--- src/rtl/inst_fetch_unit.sv ---
// Instruction fetch unit: owns the PC, keeps at most one imem request in flight
// and buffers {pc, instr} for decode. Optional feature macro: FETCH_ALIGN_CHECK_EN.
module inst_fetch_unit #(
  parameter logic [31:0] RESET_PC  = 32'h0000_0000,
  parameter int          BUF_DEPTH = 2
) (
  input  logic        clk,
  input  logic        rst,
  input  logic        redirect,
  input  logic [31:0] redirect_pc,
  output logic        imem_req,
  output logic [31:0] imem_addr,
  input  logic        imem_gnt,
  input  logic        imem_rvalid,
  input  logic [31:0] imem_rdata,
  output logic        inst_valid,
  input  logic        inst_ready,
  output logic [31:0] inst_pc,
  output logic [31:0] inst_word,
  output logic [31:0] inst_pcplus4
`ifdef FETCH_ALIGN_CHECK_EN
  ,
  output logic        fetch_misalign
`endif
);

  localparam int             PTR_W    = $clog2(BUF_DEPTH);
  localparam logic [PTR_W:0] FULL_CNT = (PTR_W + 1)'(BUF_DEPTH);

  typedef enum logic [1:0] {
    S_REQ,
    S_WAIT,
    S_DROP
  } state_t;

  state_t           state;
  state_t           state_nxt;
  logic [31:0]      fetch_pc;
  logic [31:0]      req_pc;
  logic [31:0]      load_pc;
  logic [31:0]      pc_mem   [BUF_DEPTH];
  logic [31:0]      word_mem [BUF_DEPTH];
  logic [PTR_W-1:0] rd_ptr;
  logic [PTR_W-1:0] wr_ptr;
  logic [PTR_W:0]   count;
  logic             full;
  logic             issue_block;
  logic             granted;
  logic             push;
  logic             pop;

`ifdef FETCH_ALIGN_CHECK_EN
  logic misalign;

  assign load_pc        = redirect_pc;
  assign issue_block    = misalign;
  assign fetch_misalign = misalign;

  // Sticky until the next redirect; an aligned target clears it.
  always_ff @(posedge clk or posedge rst) begin
    if (rst) begin
      misalign <= 1'b0;
    end else if (redirect) begin
      misalign <= |redirect_pc[1:0];
    end
  end
`else
  assign load_pc     = redirect_pc & 32'hFFFF_FFFC;
  assign issue_block = 1'b0;
`endif

  assign full       = (count == FULL_CNT);
  assign inst_valid = (count != '0);

  // Only S_REQ has nothing in flight, so the count alone bounds issue here.
  assign imem_req  = !rst && (state == S_REQ) && !full && !issue_block;
  assign imem_addr = fetch_pc;
  assign granted   = imem_req && imem_gnt;

  // Redirect squashes any same-cycle push or pop.
  assign push = !redirect && (state == S_WAIT) && imem_rvalid;
  assign pop  = !redirect && inst_valid && inst_ready;

  assign inst_pc      = inst_valid ? pc_mem[rd_ptr]   : '0;
  assign inst_word    = inst_valid ? word_mem[rd_ptr] : '0;
  assign inst_pcplus4 = inst_pc + 32'd4;

  // NOTE: every output of a combinational block gets a default first so that
  // no path through the case leaves it unassigned and infers a latch.
  always_comb begin
    state_nxt = state;
    unique case (state)
      S_REQ: begin
        if (granted) begin
          state_nxt = redirect ? S_DROP : S_WAIT;
        end
      end
      S_WAIT: begin
        if (imem_rvalid) begin
          state_nxt = S_REQ;
        end else if (redirect) begin
          state_nxt = S_DROP;
        end
      end
      S_DROP: begin
        if (imem_rvalid) begin
          state_nxt = S_REQ;
        end
      end
      default: state_nxt = S_REQ;
    endcase
  end

  // NOTE: registers are written with non-blocking assignments so that every
  // read in this block sees the pre-edge value regardless of statement order.
  always_ff @(posedge clk or posedge rst) begin
    if (rst) begin
      state    <= S_REQ;
      fetch_pc <= RESET_PC;
      req_pc   <= '0;
      rd_ptr   <= '0;
      wr_ptr   <= '0;
      count    <= '0;
    end else begin
      state <= state_nxt;
      if (granted) begin
        req_pc <= fetch_pc;
      end
      if (redirect) begin
        fetch_pc <= load_pc;
        rd_ptr   <= '0;
        wr_ptr   <= '0;
        count    <= '0;
      end else begin
        if (granted) begin
          fetch_pc <= fetch_pc + 32'd4;
        end
        if (push) begin
          wr_ptr <= wr_ptr + 1'b1;
        end
        if (pop) begin
          rd_ptr <= rd_ptr + 1'b1;
        end
        case ({push, pop})
          2'b10:   count <= count + 1'b1;
          2'b01:   count <= count - 1'b1;
          default: ;
        endcase
      end
    end
  end

  // NOTE: buffer storage has no reset; entries are only visible through
  // count, which is reset, and the outputs are masked while empty.
  always_ff @(posedge clk) begin
    if (push) begin
      pc_mem[wr_ptr]   <= req_pc;
      word_mem[wr_ptr] <= imem_rdata;
    end
  end

endmodule

--- config.mk ---
export PLATFORM = sky130hd
export DESIGN_NAME = inst_fetch_unit
export DESIGN_NICKNAME = d
export VERILOG_FILES = /design/src/rtl/inst_fetch_unit.sv
export SDC_FILE = /design/constraint.sdc
export NUM_CORES = 1
export LEC_CHECK = 0
export ABC_AREA = 0
export CORE_ASPECT_RATIO = 0.6
export CORE_UTILIZATION = 40
export DETAILED_ROUTE_END_ITERATION = 8
export DONT_BUFFER_PORTS = 1
export GPL_TIMING_DRIVEN = 0
export PLACE_DENSITY = 0.62
export SKIP_LAST_GASP = 1
export SLEW_MARGIN = 20
export SYNTH_ARGS = -nofsm -noshare
export SYNTH_HDL_FRONTEND = slang
export SYNTH_SLANG_ARGS = --single-unit
--- constraint.sdc ---
create_clock -name clk -period 17.2 [get_ports clk]
set_clock_uncertainty 0.2 [all_clocks]
set_input_delay 2.58 -clock clk [delete_from_list [all_inputs] [get_ports clk]]
set_output_delay 2.58 -clock clk [all_outputs]
set_load 0.01 [all_outputs]
==> key figures, run 1 <==
Layout
  – P&R area growth vs syn: 13.5%
  – Design Area, Final: 9570 um2
  – Layout cells sized above 1: 14.6%
  – Final #Nets: 770

Worst setup path
  – Worst Path Max Fanout: 10
  – Worst Setup SP: count[0]$_DFFE_PP0P_
  – CP endpoint kind: output pin
  – WP data required: 14,420 ps
  – R2r endpoint: imem_addr[28]$_DFFE_PP0P_
  – Kind of critical path: reg -> out
  – CP Launch Type: flip-flop
  – R2R Setup Slk: 14,390 ps
  – Worst R2R Path Depth: 7
  – R2r startpoint: imem_addr[12]$_DFFE_PP0P_
  – Arr. time, crit path: 5010 ps

Worst hold path
  – Hold Path Class: reg -> reg
  – Worst hold path stage count: 0
  – Min-delay src: req_pc[21]$_DFFE_PP0P_
  – Hold Crit Endpoint: pc_mem[1][21]$_DFFE_PP_

Logic synthesis
  – Synth Area per Inst: 12.8 um2
  – Seq cells post-synth: 190
  – Register area share after synthesis: 63.7%
  – Post-synth ARST share: 34.7%
  – Most frequent cell after synthesis: edfxtp_1
  – Post-synth EDFFs: 124
  – Mapped Cells: 659
  – Synth warnings: 0
  – Most common flop cell mapped by yosys: edfxtp_1
  – Area leader, netlist: edfxtp_1
  – Synthesized cell area: 8440 um2
  – Top cells by count, synth: edfxtp_1, nor2_1, dfrtp_1
  – Top cells by area, synth: edfxtp_1, dfrtp_1, mux2i_1, mux2_2, nor2_1
  – Post-synth cell types: 45
  – Top cell type's share of synthesized area: 44.1%

Power
  – Pwr dens: 109 nW/um2
  – Clk pwr share: 38.9%
  – Psw: 263 uW
  – Seq pwr share: 54.8%
  – Internal: 776 uW
  – VDD IR max: 0.0759 mV
  – Leak: 0.00336 uW
  – Net Sw Frac: 25.3%
  – Comb pwr share: 6.3%

GRT
  – Met2 usage: 27.0%
  – Largest net degree at the start of global routing: 46
  – Top Usage Layer GRT: met1
  – First-pass GRT wire length: 30.3 mm
  – GRT overflow: 0
  – M3 GR Usage: 6.44%
  – Number of global-route vias before repair: 5,094
  – Routing usage on met1: 27.1%
  – Initial antenna violation count: 1
  – Gr usage total: 19.0%

Clocking
  – CTS root buf: clkbuf_16
  – Post-cts resize count: 0
  – CTS tree: yes
  – Post-CTS setup buffer count: 0
  – CTS buffer count: 17
  – Clk buf depth: 2
  – Hold bufs inserted after CTS: 0
  – CTS sink cnt: 190
  – Clk Latency, worst-skew pair: 440 ps
  – Reg clk slew, reported paths: 80 ps
  – H-tree lvl count: 4

STA
  – Final setup fails: 0
  – Min cycle time layout: 7790 ps
  – Worst slew pin tran: 917 ps
  – Setup TNS: 0 ps
  – Unrepaired setup endpoints after global routing: false
  – Fin. Hold Viols: 0
  – Period utilisation layout: 45.3%
  – FMAX: 128 MHz
  – Max transition margin: 38.6%
  – Final Max Slew Viols: 0

Routing
  – Via count: 5,200
  – DRT iter0 DRCs: 312
  – First drt pass iteration count: 4
  – DRC: 0
  – Remaining antenna violation count: 0
  – DR vias/cell: 5.28
  – Routed wire length: 20.1 mm
  – Routed len/inst: 20.4 um

Place
  – # port buffers: 0
  – Detail Placement HPWL: 15.5 mm
  – GP Congestion: 0.822
  – Area after DPL: 8950 um2

Floorplan
  – Chip Height: 114 um
  – Full die area: 21,700 um2
  – Rows: 40
  – Core area: 20,300 um2
  – I/O pin total: 200
  – Initial Utilization: 41.5%
  – Die X: 189 um

Flow run
  – Max_cap viols: 0

Status
  – Outcome: finished clean
## how the worst max path moves through the flow
stage / endpoint / slack, ps / cells past startpoint
after floorplan: pc_mem[1][10]$_DFFE_PP_ / 8870 / 3
after global placement: word_mem[1][17]$_DFFE_PP_ / 6590 / 3
after detailed placement: inst_pcplus4[22] / 9790 / 13
after CTS: inst_pcplus4[22] / 9310 / 13
after global routing: inst_pcplus4[22] / 9120 / 12
final: inst_pcplus4[22] / 9410 / 12
## layer usage
metal	up-vias	wire (um)
met2	222	8330
met1	2542	9760
li1	2413	-
met4	0	247
met3	23	1740
met5	-	0
## final cells by class
type	count	area [um2]
multi-input combinational	427	2860
sequential	190	5380
fill	1847	10700
timing repair buffer	15	144
clock buffer	19	454
antenna	1	2.50
tap	273	342
buffer	34	179
clock inverter	13	161
inverter	13	51.3
## flip-flops by register name (all words and copies together) (netlist names)
register	count
count	2
imem_addr	30
pc_mem	60
rd_ptr	1
req_pc	30
state	2
word_mem	64
wr_ptr	1
## worst max-delay path: stages (launching register included)
cell and delay (ps):
dfrtp_1 440, nor2_1 730, clkbuf_1 490, buf_2 330, clkbuf_1 420, clkbuf_1 450, nor2_1 210, ha_1 260
nor3b_1 180, nand4b_1 420, or2_2 270, nor3_1 80, xor2_1 300
## metrics by stage
stage	total power [uW]	util (%)	hold slack [ps]	worst slack (ps)	cells
final	1040	47.1	277	9410	985
after global routing	1080	47.1	297	9120	985
after detailed placement	644	44.1	261	9790	952
after CTS	1050	47.1	279	9310	984
after floorplan	612	-	237	8870	664
after global placement	637	43.3	249	6590	937
## cell usage in the layout (no fill, tap or decap), types with 6 or more instances in the layout
| cell type | n |
|---|---|
| buf_6 | 6 |
| conb_1 | 6 |
| mux2_2 | 31 |
| o21ai_0 | 34 |
| xor2_1 | 28 |
| nand4_1 | 12 |
| nor2_1 | 80 |
| inv_6 | 6 |
| buf_4 | 16 |
| dfrtp_1 | 66 |
| clkbuf_1 | 18 |
| clkbuf_16 | 18 |
| nand3_1 | 25 |
| nand2_1 | 56 |
| nor3_1 | 13 |
| xnor2_1 | 31 |
| inv_1 | 12 |
| mux2i_1 | 61 |
| edfxtp_1 | 124 |
## power groups by stage
stage	sequential, uW	combinational (uW)	clock (uW)
after global routing	574	72.4	430
final	570	65.0	404
after global placement	576	61.4	0
after CTS	569	65.8	411
after floorplan	560	52.7	0
after detailed placement	579	65.4	0
## cell families after synthesis
group | share of synthesized area [%]
AND/OR/NAND/NOR | 12.9
flip-flops | 63.7
multiplexers | 11.4
XOR/XNOR | 6.13
buffers and inverters | 2.70
AO/OA/AOI/OAI | 2.85
adder cells (fa/ha/maj) | 0.297
other | 0.0445
(Power assumes the default switching activity.)
==> inputs of run 2 (changes only) <==
--- a/config.mk
+++ b/config.mk
@@ -11,7 +11,7 @@
 export DETAILED_ROUTE_END_ITERATION = 8
 export DONT_BUFFER_PORTS = 1
 export GPL_TIMING_DRIVEN = 0
-export PLACE_DENSITY = 0.62
+export PLACE_DENSITY = 0.64
 export SKIP_LAST_GASP = 1
 export SLEW_MARGIN = 20
 export SYNTH_ARGS = -nofsm -noshare
==> constraint.sdc (replaced) <==
create_clock -name clk -period 6.3 [get_ports clk]
set_clock_uncertainty 0.2 [all_clocks]
set_input_delay 0.945 -clock clk [delete_from_list [all_inputs] [get_ports clk]]
set_output_delay 0.945 -clock clk [all_outputs]
set_load 0.01 [all_outputs]
==> run 2 against run 1 <==
Count of clock-buffer cells in the layout shrank 2. Die area is the same. Sequential share of layout area shrank 0.27 points. Combinational power grew to 2.7 times the previous value.
==> key figures, run 2 (synthesized netlist as in run 1, its figures left out) <==
Status
  – Outcome: finished clean

Layout
  – Most frequent cells in the layout: edfxtp_1, nor2_1, dfrtp_1, mux2i_1, nand2_1
  – Layout cells sized above 1: 14.2% (-0.42 points)
  – Final #Nets: 763 (-0.91%)
  – Max reg flops: 64 (unchanged)
  – Design Area, Final: 9620 um2 (+0.48%)
  – Layout Utilization: 47.3% (+0.23 points)
  – Largest regs: word_mem: 64 flops, pc_mem: 60 flops
  – Fillcell total: 1,827 (-1.1%)
  – Commonest non-fill, non-tap cell in the layout: edfxtp_1
  – Ant diodes: 0 (-1)
  – P&R area growth vs syn: 14.0%
  – Top reg by flops: word_mem

Floorplan
  – Rows: 40 (unchanged)
  – Full die area: 21,700 um2 (unchanged)
  – Initial Utilization: 41.5% (unchanged)
  – I/O pin total: 200 (unchanged)
  – Die X: 189 um (unchanged)
  – Core area: 20,300 um2 (unchanged)
  – Chip Height: 114 um (unchanged)

Clocking
  – Reg clk slew, reported paths: 70 ps (about the same)
  – CTS buffer count: 17 (unchanged)
  – Clk buf depth: 2 (unchanged)
  – H-tree lvl count: 4 (unchanged)
  – CTS root buf: clkbuf_16
  – CTS tree: yes
  – Clk Latency, worst-skew pair: 430 ps (about the same)
  – CTS sink cnt: 190 (unchanged)
  – Hold bufs inserted after CTS: 0 (unchanged)

GRT
  – Number of global-route vias before repair: 5,079 (-0.29%)
  – Initial antenna violation count: 0 (-1)
  – Gr usage total: 18.6% (-0.40 points)
  – Largest net degree at the start of global routing: 48 (+4.3%)
  – GRT overflow: 0 (unchanged)
  – First-pass GRT wire length: 29.8 mm (-1.7%)

Worst setup path
  – Worst Path Max Fanout: 10 (unchanged)
  – Cell Chain, Critical Path: nor2_2 -> clkbuf_1 -> buf_2 -> clkbuf_1 -> clkbuf_1 -> nor2_1 -> ha_1 -> nor3b_1 -> nand4b_1 -> or2_2 -> nor3_1 -> xor2_1
  – CP max stage cell: nor2_2
  – Kind of critical path: reg -> out
  – Most Frequent Cell on Critical Path: clkbuf_1
  – CP endpoint kind: output pin
  – WP data required: 5150 ps (-9270 ps)
  – Worst path max stage delay: 470 ps (-260 ps)
  – CP Launch Type: flip-flop
  – CP bufs+invs: 4 (unchanged)
  – Crit path max-delay family: buffers and inverters
  – Arr. time, crit path: 4640 ps (-370 ps)

Routing
  – Routed len/inst: 20.0 um (-1.8%)
  – DR vias/cell: 5.27 (about the same)
  – DRT iter0 DRCs: 252 (-19%)
  – Remaining antenna violation count: 0 (unchanged)
  – DRC: 0 (unchanged)
  – First drt pass iteration count: 5 (+1)
  – Routed wire length: 19.6 mm (-2.6%)
  – Via count: 5,153 (-0.90%)

Power
  – VDD IR max: 0.196 mV (+160%)
  – Total power: 2880 uW (+180%)
  – Leak: 0.00336 uW (about the same)
  – Pwr dens: 300 nW/um2 (+180%)

Flow run
  – Max_cap viols: 0 (unchanged)

STA
  – Min cycle time layout: 5790 ps
  – Final setup fails: 0 (unchanged)
  – Setup TNS: 0 ps (unchanged)
  – Fin. Hold Viols: 0 (unchanged)
  – Hold_ws: 126 ps (-150 ps)
  – Max transition margin: 56.8% (+18 points)
  – FMAX: 173 MHz
  – Period utilisation layout: 91.9%
  – Worst slew pin tran: 639 ps (-278 ps)
  – Unrepaired setup endpoints after global routing: false
  – Final Max Slew Viols: 0 (unchanged)

Worst hold path
  – Hold Path Class: in -> async

Place
  – Detail Placement HPWL: 15.2 mm (-1.8%)
  – Area after DPL: 8960 um2 (+0.14%)
  – # port buffers: 0 (unchanged)
  – GP Congestion: 0.854 (+3.9%)
## run 2: cell types whose count changed in the layout (fill, tap and decap cells not counted), sizes merged
cell / previous run / this run
diode: 1 / 0
inv: 21 / 17
clkinvlp: 1 / 2
clkbuf: 36 / 33
buf: 32 / 26
bufinv: 1 / 3
clkinv: 3 / 6
## run 2: report_power, final
group          switching (uW)  leakage [uW]  internal (uW)
combinational            93.0       0.00112           84.7
sequential                109       0.00193           1440
clock                     504      0.000309            647
## run 2: path summary, 6_finish.rpt
| check | startpoint | to | slack, ps | depth (start not counted) |
|---|---|---|---|---|
| setup / recovery | count[0]$_DFFE_PP0P_ | inst_pcplus4[22] | 510 | 12 |
| hold / removal | rst | imem_addr[4]$_DFFE_PP0P_ | 130 | 1 |
| setup reg to reg | imem_addr[12]$_DFFE_PP0P_ | imem_addr[28]$_DFFE_PP0P_ | 3510 | 7 |
| hold reg to reg | req_pc[19]$_DFFE_PP0P_ | pc_mem[1][19]$_DFFE_PP_ | 270 | 0 |
| max in group asynchronous | rst | req_pc[19]$_DFFE_PP0P_ | 5270 | 2 |
| min in group clk | req_pc[19]$_DFFE_PP0P_ | pc_mem[1][19]$_DFFE_PP_ | 270 | 0 |
## run 2: final cells by class
cell class                 count  area, um2  area share, %
multi-input combinational    427       2880           29.9
clock buffer                  17        425           4.42
clock inverter                15        228           2.37
tap                          273        342           3.55
timing repair buffer           9        144           1.50
buffer                        33        175           1.82
sequential                   190       5380           55.9
inverter                      13       51.3          0.533
## run 2: what timing repair did
action                                  4_1_cts  5_1_grt
resized for setup                             0        1
setup buffers                                 0        0
endpoints found under the setup margin        0        5
## run 2: layer usage
metal  GRT usage (%)  part of all wire (%)  vias up
met5               0                     0        -
met4            5.91                   1.2        0
met3            5.55                   8.1       20
met2            26.5                    42      205
met1            26.9                    48     2528
li1                -                     -     2400
## run 2: metrics by stage
stage | instances | setup WS (ps)
2_1_floorplan | 664 | 1800
3_3_place_gp | 937 | 539
3_5_place_dp | 946 | 666
4_1_cts | 978 | 186
5_1_grt | 977 | 110
6_report | 977 | 513
==> inputs of run 3 (changes only) <==
--- a/config.mk
+++ b/config.mk
@@ -6,6 +6,7 @@
 export NUM_CORES = 1
 export LEC_CHECK = 0
 export ABC_AREA = 0
+export ABC_CLOCK_PERIOD_IN_PS = 6300
 export CORE_ASPECT_RATIO = 0.6
 export CORE_UTILIZATION = 40
 export DETAILED_ROUTE_END_ITERATION = 8
==> results of run 3 <==
The final DEF is identical to that of run 2; final timing and power are the same.
